<file path="src/rtl/riscv_pkg.sv">
// RV32I opcode constants, the canonical NOP and the loader FSM state type shared by the
// instruction encoder and its immediate packer.
package riscv_pkg;

   localparam logic [4:0] OPC_LOAD   = 5'b00000;
   localparam logic [4:0] OPC_OP_IMM = 5'b00100;
   localparam logic [4:0] OPC_AUIPC  = 5'b00101;
   localparam logic [4:0] OPC_STORE  = 5'b01000;
   localparam logic [4:0] OPC_OP     = 5'b01100;
   localparam logic [4:0] OPC_LUI    = 5'b01101;
   localparam logic [4:0] OPC_BRANCH = 5'b11000;
   localparam logic [4:0] OPC_JALR   = 5'b11001;
   localparam logic [4:0] OPC_JAL    = 5'b11011;

   localparam logic [31:0] NOP_INSTR = 32'h0000_0013;

   typedef enum logic [1:0] {
      StIdle,
      StLoad,
      StDrain
   } loader_state_e;

   // True when value is representable as a two's-complement number of the given width.
   function automatic logic fits_signed(input logic [31:0] value, input int unsigned width);
      logic [31:0] upper;
      upper = $signed(value) >>> (width - 1);
      return (upper == '0) || (upper == '1);
   endfunction

endpackage

</file>
<file path="src/rtl/imm_packer.sv">
// Combinational RV32I field packer: scatters the immediate into its format-specific bit
// positions and flags illegal opcodes or immediates that the decoder could not reproduce.
module imm_packer
   import riscv_pkg::*;
(
   input  logic [4:0]  opcode,
   input  logic [4:0]  rd,
   input  logic [4:0]  rs1,
   input  logic [4:0]  rs2,
   input  logic [2:0]  funct3,
   input  logic [6:0]  funct7,
   input  logic [31:0] imm,
   output logic [31:0] instr,
   output logic        legal
);

   logic        is_shift;
   logic [31:0] word;
   logic        ok;

   always_comb begin
      word     = NOP_INSTR;
      ok       = 1'b0;
      // SLLI/SRLI/SRAI reuse the I-format slot for funct7 and a 5-bit shamt.
      is_shift = (opcode == OPC_OP_IMM) && (funct3[1:0] == 2'b01);

      case (opcode)
         OPC_OP_IMM, OPC_LOAD, OPC_JALR: begin
            if (is_shift) begin
               word = {funct7, imm[4:0], rs1, funct3, rd, opcode, 2'b11};
               ok   = (imm[31:5] == '0);
            end else begin
               word = {imm[11:0], rs1, funct3, rd, opcode, 2'b11};
               ok   = fits_signed(imm, 12);
            end
         end
         OPC_STORE: begin
            word = {imm[11:5], rs2, rs1, funct3, imm[4:0], opcode, 2'b11};
            ok   = fits_signed(imm, 12);
         end
         OPC_BRANCH: begin
            word = {imm[12], imm[10:5], rs2, rs1, funct3, imm[4:1], imm[11], opcode, 2'b11};
            ok   = fits_signed(imm, 13) && !imm[0];
         end
         OPC_JAL: begin
            word = {imm[20], imm[10:1], imm[11], imm[19:12], rd, opcode, 2'b11};
            ok   = fits_signed(imm, 21) && !imm[0];
         end
         OPC_AUIPC, OPC_LUI: begin
            word = {imm[31:12], rd, opcode, 2'b11};
            ok   = (imm[11:0] == '0);
         end
         OPC_OP: begin
            word = {funct7, rs2, rs1, funct3, rd, opcode, 2'b11};
            ok   = 1'b1;
         end
         default: begin
            word = NOP_INSTR;
            ok   = 1'b0;
         end
      endcase

      instr = ok ? word : NOP_INSTR;
      legal = ok;
   end

endmodule

</file>
<file path="src/rtl/instruction_encoder.sv">
// Streaming RV32I program loader: accepts decoded field bundles, packs them into 32-bit
// words and writes them to sequential instruction-memory addresses.
module instruction_encoder
   import riscv_pkg::*;
#(
   parameter int unsigned ADDR_WIDTH = 8
) (
   input  logic                  clk,
   input  logic                  rst,
   input  logic                  start,
   input  logic [ADDR_WIDTH:0]   num_instr,
   input  logic                  in_valid,
   output logic                  in_ready,
   input  logic [4:0]            in_opcode,
   input  logic [4:0]            in_rd,
   input  logic [4:0]            in_rs1,
   input  logic [4:0]            in_rs2,
   input  logic [2:0]            in_funct3,
   input  logic [6:0]            in_funct7,
   input  logic [31:0]           in_imm,
   output logic                  mem_we,
   output logic [ADDR_WIDTH-1:0] mem_addr,
   output logic [31:0]           mem_wdata,
   output logic                  busy,
   output logic                  done,
   output logic                  err,
   output logic [ADDR_WIDTH-1:0] err_index
);

   localparam logic [ADDR_WIDTH:0]   MaxCount = {1'b1, {ADDR_WIDTH{1'b0}}};
   localparam logic [ADDR_WIDTH:0]   CountOne = {{ADDR_WIDTH{1'b0}}, 1'b1};
   localparam logic [ADDR_WIDTH-1:0] AddrOne  = {{(ADDR_WIDTH - 1){1'b0}}, 1'b1};

   loader_state_e         state_q, state_d;
   logic [ADDR_WIDTH:0]   remaining_q, remaining_d;
   logic [ADDR_WIDTH-1:0] addr_q, addr_d;
   logic                  we_q, we_d;
   logic [ADDR_WIDTH-1:0] waddr_q, waddr_d;
   logic [31:0]           wdata_q, wdata_d;
   logic                  done_q, done_d;
   logic                  err_q, err_d;
   logic [ADDR_WIDTH-1:0] err_index_q, err_index_d;

   logic        xfer;
   logic [31:0] packed_instr;
   logic        packed_legal;

   imm_packer u_imm_packer (
      .opcode (in_opcode),
      .rd     (in_rd),
      .rs1    (in_rs1),
      .rs2    (in_rs2),
      .funct3 (in_funct3),
      .funct7 (in_funct7),
      .imm    (in_imm),
      .instr  (packed_instr),
      .legal  (packed_legal)
   );

   assign in_ready = (state_q == StLoad) && (remaining_q != '0);
   assign xfer     = in_valid && in_ready;

   always_comb begin
      state_d     = state_q;
      remaining_d = remaining_q;
      addr_d      = addr_q;
      we_d        = 1'b0;
      waddr_d     = waddr_q;
      wdata_d     = wdata_q;
      done_d      = 1'b0;
      err_d       = err_q;
      err_index_d = err_index_q;

      case (state_q)
         StIdle: begin
            if (start) begin
               state_d     = StLoad;
               remaining_d = (num_instr > MaxCount) ? MaxCount : num_instr;
               addr_d      = '0;
               err_d       = 1'b0;
               err_index_d = '0;
            end
         end
         StLoad: begin
            if (remaining_q == '0) begin
               // Empty load: done lands one cycle after entry with no write.
               state_d = StDrain;
               done_d  = 1'b1;
            end else if (xfer) begin
               we_d        = 1'b1;
               waddr_d     = addr_q;
               wdata_d     = packed_instr;
               addr_d      = addr_q + AddrOne;
               remaining_d = remaining_q - CountOne;
               if (!packed_legal) begin
                  err_d = 1'b1;
                  if (!err_q) begin
                     err_index_d = addr_q;
                  end
               end
               // done is registered alongside the final write so both appear together.
               if (remaining_q == CountOne) begin
                  state_d = StDrain;
                  done_d  = 1'b1;
               end
            end
         end
         StDrain: begin
            state_d = StIdle;
         end
         default: begin
            state_d = StIdle;
         end
      endcase
   end

   always_ff @(posedge clk or posedge rst) begin
      if (rst) begin
         state_q     <= StIdle;
         remaining_q <= '0;
         addr_q      <= '0;
         we_q        <= 1'b0;
         waddr_q     <= '0;
         wdata_q     <= '0;
         done_q      <= 1'b0;
         err_q       <= 1'b0;
         err_index_q <= '0;
      end else begin
         state_q     <= state_d;
         remaining_q <= remaining_d;
         addr_q      <= addr_d;
         we_q        <= we_d;
         waddr_q     <= waddr_d;
         wdata_q     <= wdata_d;
         done_q      <= done_d;
         err_q       <= err_d;
         err_index_q <= err_index_d;
      end
   end

   assign mem_we    = we_q;
   assign mem_addr  = waddr_q;
   assign mem_wdata = wdata_q;
   assign busy      = (state_q != StIdle);
   assign done      = done_q;
   assign err       = err_q;
   assign err_index = err_index_q;

endmodule

</file>
<file path="config.mk">
export PLATFORM = sky130hd
export DESIGN_NAME = instruction_encoder
export DESIGN_NICKNAME = d
export VERILOG_FILES = /design/src/rtl/riscv_pkg.sv /design/src/rtl/imm_packer.sv /design/src/rtl/instruction_encoder.sv
export SDC_FILE = /design/constraint.sdc
export NUM_CORES = 1
export LEC_CHECK = 0
export CORE_UTILIZATION = 46
export CTS_CLUSTER_DIAMETER = 200
export DETAILED_ROUTE_END_ITERATION = 10
export GPL_ROUTABILITY_DRIVEN = 0
export PLACE_DENSITY = 0.81
export RECOVER_POWER = 50
export SETUP_SLACK_MARGIN = 0.2
export SLEW_MARGIN = 10
export SYNTH_ARGS = -nofsm -noshare
export SYNTH_HDL_FRONTEND = slang
export SYNTH_SLANG_ARGS = --single-unit
</file>
<file path="constraint.sdc">
create_clock -name clk -period 2.95 [get_ports clk]
set_clock_uncertainty 0.2 [all_clocks]
set_input_delay 0.59 -clock clk [delete_from_list [all_inputs] [get_ports clk]]
set_output_delay 0.59 -clock clk [all_outputs]
set_load 0.05 [all_outputs]
</file>
==> results.md, run 1 <==
## Outcome
- outcome: completed

## Clock tree
- # hold bufs at CTS: 0
- number of H-tree levels: 3
- cts bufs inserted: 9
- TritonCTS clock tree: done
- Clock Pin Slew Worst Setup and Hold Paths: 80 ps
- Sink Count: 69
- maximum clock path buffer count: 2
- clock latency reported for the late side of the worst-skew pair: 340 ps
- buffer type at the clock tree root: sky130_fd_sc_hd__clkbuf_8

## Global routing
- first-pass GRT wire length: 18,180 um
- remaining global-route overflow: 0
- GRT Overall Usage: 27.67%
- number of global-route vias before repair: 3,775
- number of antenna violations at the first check in global routing: 0
- largest net degree at the start of global routing: 62

## Setup path
- cells along the critical path: clkdlybuf4s50_1 -> nor2b_2 -> or3_1 -> a31oi_1 -> and4_2 -> buf_4 -> nor4b_2 -> buf_4 -> mux2i_2
- path length in cells of the critical path: 9
- slowest stage delay, CP: 500 ps
- reg-to-reg slack, setup: 310 ps
- kind of capture point of the worst setup path: register
- Worst Setup Path Type: in -> reg
- Crit path buffers/inverters: 3
- top fanout value on the critical path: 8
- CP arrival: 2750 ps
- crit-path leading delay family: simple AND/OR/NAND/NOR gates
- required time of the critical path: 3010 ps
- critical path's slowest cell: sky130_fd_sc_hd__clkdlybuf4s50_1
- startpoint types: input pin
- most prevalent standard cell on the critical path: sky130_fd_sc_hd__buf_4
- destination of the worst register-to-register timing path: mem_wdata[14]
- worst reg-to-reg path cell count: 7
- worst reg2reg startpoint: remaining_q[5]

## Die
- Initial Util: 47.34%
- Std-Cell Core Area: 7727 um^2
- number of placed I/O pins: 128
- Die Y-Extent: 91.18 um
- Die Width: 91.18 um
- die area: 8314 um^2
- Cell Rows: 32

## Timing
- period utilization: 91.37%
- final setup violation count: 0
- tightest hold margin: 268.3 ps
- Final Hold Violating Endpoints: 0
- top achievable clock speed: 0.3710 GHz
- number of max-slew violations in the final report: 0
- setup repair after global routing missed its margin: false
- transition at the pin with the smallest max-transition slack: 1293 ps
- Final Critical Period: 2696 ps
- worst slew margin relative to its limit: 13.81%

## Hold path
- hold wc startpoint: mem_addr[3]
- path category of the worst min-delay check: reg -> reg
- WHS Path Cells: 2
- WHS Endpoint: mem_addr[3]

## Detailed routing
- Residual DRC: 0
- per-cell via count in the routed design: 5.985
- first-pass iteration count of the detailed router: 8
- number of DRC violations after detailed-routing iteration 0: 283
- ANT nets after route: 0
- count of vias placed by the detailed router: 3,968
- routed length per instance: 16.89 um
- total wire length after detailed routing: 11,200 um

## Synth
- number of flip-flops and latches in the synthesized netlist: 69
- post-synthesis net count: 481
- FFs w/ async S/R, synth: 100.0%
- Synth Cell Area: 3659 um^2
- Syn Area/Cell: 9.078 um^2
- warnings from Yosys: 0
- share of synthesized area occupied by flip-flops and latches: 47.20%
- number of instances in the synthesized netlist: 403
- Most used DFF post-synth: sky130_fd_sc_hd__dfrtp_1
- number of flops mapped to enable cells by yosys: 0
- Yosys cell types: 60

## Power and ir drop
- areal power density over the cells: 644.3 nW/um^2
- total leakage power: 0.002378 uW
- maximum ir drop on the vdd rail: 0.0002994 V
- post-layout power: 3597 uW

## Cells and area
- final instance count without filler cells: 663
- number of antenna diodes: 0
- layout cells sized above 1: 13.73%
- post-layout net count: 634
- final instance area: 5583 um^2
- core occupancy in the finished layout: 72.25%
- Layout Area Growth over Synthesis: 52.60%

## Placed design
- area post-placement: 5271 um^2
- Final HPWL DP: 8284 um
- instance count after placement with tap cells included: 646
- # port buffers: 127

## Run
- number of maximum-capacitance constraint violations: 0

-- worst register-to-register path, stage by stage, from the launching register on --
cell and delay, ps:
sky130_fd_sc_hd__dfrtp_1 430, sky130_fd_sc_hd__nor4_1 460, sky130_fd_sc_hd__and2_1 280, sky130_fd_sc_hd__nand2_1 90, sky130_fd_sc_hd__nand3_2 180, sky130_fd_sc_hd__buf_4 570, sky130_fd_sc_hd__nand2_1 240, sky130_fd_sc_hd__o31ai_4 100
-- through the flow --
| stage | worst slack (ps) | TNS [ps] |
|---|---|---|
| detailed placement | -162.9 | -2186 |
| global route | 88.17 | 0 |
| global placement | -73.84 | -1417 |
| CTS | 190.1 | 0 |
| finish | 254.5 | 0 |
| floorplan | 420.1 | 0 |
-- registers in the layout, summed over array words and instances (netlist names) --
signal	cells
remaining_q	9
mem_addr	8
mem_wdata	31
err	1
addr_q	8
done	1
state_q	2
err_index	8
mem_we	1
-- metal layers --
metal / wire, um / global-route usage (%)
met5: 0 / 0
met4: 296 / 10.32
met3: 955 / 5.528
met2: 5554 / 45.96
met1: 4390 / 35.71
-- where the power goes --
group | internal (uW) | switching [uW]
Combinational | 522 | 904
Sequential | 1100 | 139
Clock | 559 | 375
Total | 2180 | 1420
-- final cells by class --
type,count,area (um^2)
multi-input combinational,299,1868
sequential,69,1727
timing repair buffer,168,1589
clock buffer,9,123.9
inverter,9,33.78
clock inverter,7,113.9
tap,102,127.6
fill,567,2145
-- logic make-up after synthesis --
kind of cell / synth area share, %
flops: 47.20
mux: 3.078
compound gates: 20.59
xor+xnor: 1.197
buf+inv: 3.933
simple gates: 22.98
fa+ha+maj: 1.026
-- worst max-delay path by stage --
stage	start	to	slack, ps
2_1_floorplan	rst	addr_q[0]	420
3_3_place_gp	in_imm[13]	mem_wdata[13]	-70
3_5_place_dp	in_imm[14]	mem_wdata[14]	-160
4_1_cts	remaining_q[5]	in_ready	190
5_1_grt	remaining_q[5]	mem_wdata[14]	90
6_report	in_funct3[0]	err_index[1]	250
-- cells in the final DEF (no fill, tap or decap), types with 6 or more instances in the layout --
master	count
sky130_fd_sc_hd__nor2_1	24
sky130_fd_sc_hd__inv_1	6
sky130_fd_sc_hd__dlygate4sd3_1	16
sky130_fd_sc_hd__clkdlybuf4s50_1	108
sky130_fd_sc_hd__nand2_1	94
sky130_fd_sc_hd__o21ai_0	14
sky130_fd_sc_hd__clkbuf_8	9
sky130_fd_sc_hd__nor4_1	7
sky130_fd_sc_hd__a22oi_1	15
sky130_fd_sc_hd__a222oi_1	10
sky130_fd_sc_hd__nand3_1	7
sky130_fd_sc_hd__nand4_1	7
sky130_fd_sc_hd__buf_4	37
sky130_fd_sc_hd__o31ai_1	22
sky130_fd_sc_hd__mux2i_1	8
sky130_fd_sc_hd__dfrtp_1	69
sky130_fd_sc_hd__a21oi_1	9
-- what timing repair did --
item,4_1_cts,5_1_grt
pin swaps,1,5
gates resized for setup,1,20
endpoints found under the setup margin,2,37
setup buffers,0,1
-- cell usage after synthesis (2+ instances only) --
master / n / area [um^2]
sky130_fd_sc_hd__nand2_1: 94 / 352.8
sky130_fd_sc_hd__dfrtp_1: 69 / 1727
sky130_fd_sc_hd__o31ai_1: 26 / 195.2
sky130_fd_sc_hd__nor2_1: 25 / 93.84
sky130_fd_sc_hd__a22oi_1: 15 / 112.6
sky130_fd_sc_hd__clkbuf_1: 15 / 56.30
sky130_fd_sc_hd__o21ai_0: 14 / 70.07
sky130_fd_sc_hd__a21oi_1: 10 / 50.05
sky130_fd_sc_hd__a222oi_1: 10 / 100.1
sky130_fd_sc_hd__mux2i_1: 9 / 90.09
sky130_fd_sc_hd__buf_2: 7 / 35.03
sky130_fd_sc_hd__inv_1: 7 / 26.28
sky130_fd_sc_hd__nand3_1: 7 / 35.03
sky130_fd_sc_hd__nand4_1: 7 / 43.79
sky130_fd_sc_hd__nor3_1: 6 / 30.03
sky130_fd_sc_hd__nor4_1: 6 / 37.54
sky130_fd_sc_hd__o21ai_1: 5 / 25.02
sky130_fd_sc_hd__or3_1: 4 / 25.02
sky130_fd_sc_hd__xor2_1: 4 / 35.03
sky130_fd_sc_hd__a31oi_1: 3 / 18.77
sky130_fd_sc_hd__and2_1: 3 / 18.77
sky130_fd_sc_hd__and3_1: 3 / 18.77
sky130_fd_sc_hd__buf_1: 3 / 11.26
sky130_fd_sc_hd__ha_1: 3 / 37.54
sky130_fd_sc_hd__nor4b_1: 3 / 26.28
sky130_fd_sc_hd__a221o_1: 2 / 20.02
sky130_fd_sc_hd__and4_1: 2 / 17.52
sky130_fd_sc_hd__inv_2: 2 / 7.510
sky130_fd_sc_hd__mux2_2: 2 / 22.52
sky130_fd_sc_hd__nor2b_1: 2 / 12.51
sky130_fd_sc_hd__nor3b_1: 2 / 15.01
sky130_fd_sc_hd__o22a_1: 2 / 17.52
sky130_fd_sc_hd__o311ai_0: 2 / 17.52
sky130_fd_sc_hd__or2_1: 2 / 12.51
sky130_fd_sc_hd__or4_1: 2 / 15.01
(Power assumes the default switching activity.)
==> inputs of run 2 (changes only) <==
Settings changed: CELL_PAD_IN_SITES_DETAIL_PLACEMENT set to 0, CELL_PAD_IN_SITES_GLOBAL_PLACEMENT set to 1, CORE_UTILIZATION 46 to 30, GPL_ROUTABILITY_DRIVEN 0 to unset, PLACE_DENSITY 0.81 to unset, PLACE_DENSITY_LB_ADDON set to 0.1.
Clock period 2.95 ns to 2.37 ns, I/O delays scaled along.
==> run 2 against run 1 <==
Global-route usage down 7.3 points. Highest routed layer unchanged. Largest cell class unchanged. Flip-flop and latch count is the same. Sequential power grew 24%. Hold slack lost 19 ps. Final cell count up 13%. Clock power increased by 58%. Combinational power rose by 43%. Count of clock-buffer cells in the layout did not move. First-iteration DRC count down 4.6%.
==> results.md, run 2 (synthesized netlist as in run 1, its figures left out) <==
## Outcome
- outcome: completed

## Cells and area
- number of antenna diodes: 0
- most frequent standard cell in the layout excluding fill and tap cells: sky130_fd_sc_hd__nand2_1
- final-layout fill cell count: 1,114
- commonest non-fill, non-tap cells in the layout: sky130_fd_sc_hd__nand2_1, sky130_fd_sc_hd__dfrtp_1, sky130_fd_sc_hd__buf_4
- post-layout net count: 679
- final instance area: 6146 um^2
- Layout Area Growth over Synthesis: 67.99%
- layout cells sized above 1: 27.89%
- Reg area: 1728 um^2
- Largest register FFs: 31
- area used by multi-input combinational logic: 2039 um^2

## Global routing
- GRT Overall Usage: 20.37%
- first-pass GRT wire length: 20,010 um
- number of antenna violations at the first check in global routing: 0
- largest net degree at the start of global routing: 70
- number of global-route vias before repair: 4,019
- remaining global-route overflow: 0

## Clock tree
- clock latency reported for the late side of the worst-skew pair: 330 ps
- TritonCTS clock tree: done
- cts bufs inserted: 9
- # hold bufs at CTS: 0
- Clock Pin Slew Worst Setup and Hold Paths: 60 ps
- number of H-tree levels: 3
- Sink Count: 69
- buffer type at the clock tree root: sky130_fd_sc_hd__clkbuf_16
- maximum clock path buffer count: 2

## Timing
- Final Hold Violating Endpoints: 0
- setup_tns: 0 ps
- worst slew margin relative to its limit: 34.71%
- tightest hold margin: 249.6 ps
- setup repair after global routing missed its margin: true
- number of max-slew violations in the final report: 0
- period utilization: 93.57%
- smallest setup slack after layout: 152.5 ps
- top achievable clock speed: 0.4509 GHz
- Final Critical Period: 2218 ps
- final setup violation count: 0
- transition at the pin with the smallest max-transition slack: 979.3 ps

## Run
- number of maximum-capacitance constraint violations: 0

## Power and ir drop
- maximum ir drop on the vdd rail: 0.0004671 V
- areal power density over the cells: 824.2 nW/um^2
- total leakage power: 0.002850 uW

## Setup path
- destination of the worst register-to-register timing path: remaining_q[5]
- worst reg-to-reg path cell count: 7
- kind of capture point of the worst setup path: register
- CP arrival: 2250 ps
- reg-to-reg slack, setup: 270 ps
- required time of the critical path: 2410 ps
- startpoint types: input pin
- top fanout value on the critical path: 6
- Worst Setup Path Type: in -> reg
- worst reg2reg startpoint: remaining_q[5]

## Hold path
- path category of the worst min-delay check: in -> reg
- WHS Path Cells: 3
- WHS Endpoint: mem_wdata[5]
- hold wc startpoint: in_opcode[3]

## Die
- die area: 12,640 um^2
- Die Y-Extent: 112.4 um
- Initial Util: 31.37%
- Cell Rows: 39
- number of placed I/O pins: 128
- Std-Cell Core Area: 11,660 um^2
- Die Width: 112.4 um

## Detailed routing
- count of vias placed by the detailed router: 3,893
- per-cell via count in the routed design: 5.198
- routed length per instance: 16.91 um
- Residual DRC: 0
- total wire length after detailed routing: 12,670 um
- ANT nets after route: 0
- first-pass iteration count of the detailed router: 5
- number of DRC violations after detailed-routing iteration 0: 270

## Placed design
- area post-placement: 5524 um^2
- Final HPWL DP: 8900 um
- Final GP Congestion: 0.7960
- # port buffers: 127
- Placement Setup Slack: -574.2 ps

## run 2: cell types whose count changed in the layout (fill, tap and decap cells not counted), sizes merged
| cell | previous run | this run |
|---|---|---|
| clkdlybuf4s50 | 108 | 36 |
| buf | 39 | 88 |
| dlygate4sd2 | 0 | 47 |
| clkbuf | 12 | 39 |
| dlygate4sd3 | 16 | 1 |
| dlymetal6s2s | 2 | 7 |
| clkdlybuf4s15 | 0 | 4 |
| clkinv | 5 | 3 |
| clkinvlp | 0 | 2 |
| bufinv | 3 | 2 |
| inv | 8 | 9 |
## run 2: repair_timing
action / 4_1_cts / 5_1_grt
resized for setup: 134 / 73
gates cloned: 4 / 1
endpoints found under the setup margin: 87 / 53
setup buffers: 7 / 11
hold endpoints to repair: 0 / 0
pin swaps: 38 / 13
## run 2: area by class of cell
type | instances | share of cell area [%]
Clock buffer | 9 | 3.664
Clock inverter | 7 | 1.608
Inverter | 9 | 0.6515
Multi-Input combinational cell | 299 | 33.18
Sequential cell | 69 | 28.11
Tap cell | 143 | 2.911
Timing Repair Buffer | 213 | 29.87
## run 2: how the worst max path moves through the flow
stage,slack [ps],from,endpoint
floorplan,110,in_opcode[0],mem_wdata[6]
global placement,-640,in_imm[20],err_index[6]
detailed placement,-570,in_opcode[0],mem_wdata[22]
CTS,120,in_opcode[4],err_index[5]
global route,80,in_opcode[0],mem_wdata[27]
finish,150,in_opcode[0],mem_wdata[27]
## run 2: report_power, final
| group | internal (uW) | total (uW) | switching, uW |
|---|---|---|---|
| combinational | 820 | 2050 | 1230 |
| clock | 927 | 1470 | 546 |
| sequential | 1370 | 1540 | 168 |
| total | 3120 | 5070 | 1950 |
## run 2: per-stage QoR
step	cells	power (uW)	utilization, %
floorplan	403	2671	-
global placement	710	3389	47.37
detailed placement	710	3404	47.37
CTS	737	4926	51.93
global route	749	5370	52.70
finish	749	5065	52.70
## run 2: worst max-delay path: stages
cell                      delay (ps)
sky130_fd_sc_hd__buf_8           100
sky130_fd_sc_hd__or2_4           250
sky130_fd_sc_hd__or3_4           330
sky130_fd_sc_hd__a311o_1         370
sky130_fd_sc_hd__a21oi_2         220
sky130_fd_sc_hd__nor3_4          120
sky130_fd_sc_hd__buf_6           160
sky130_fd_sc_hd__o31ai_1         230
## run 2: per-layer routing
| metal | share of wire, % | wire length [um] | track usage (%) | up-vias |
|---|---|---|---|---|
| met5 | 0 | 0 | 0 | - |
| met4 | 1.5 | 194 | 6.844 | 0 |
| met3 | 5.3 | 676 | 4.698 | 16 |
| met2 | 49 | 6261 | 34.95 | 117 |
| met1 | 44 | 5534 | 25.24 | 1872 |
| li1 | - | - | - | 1888 |
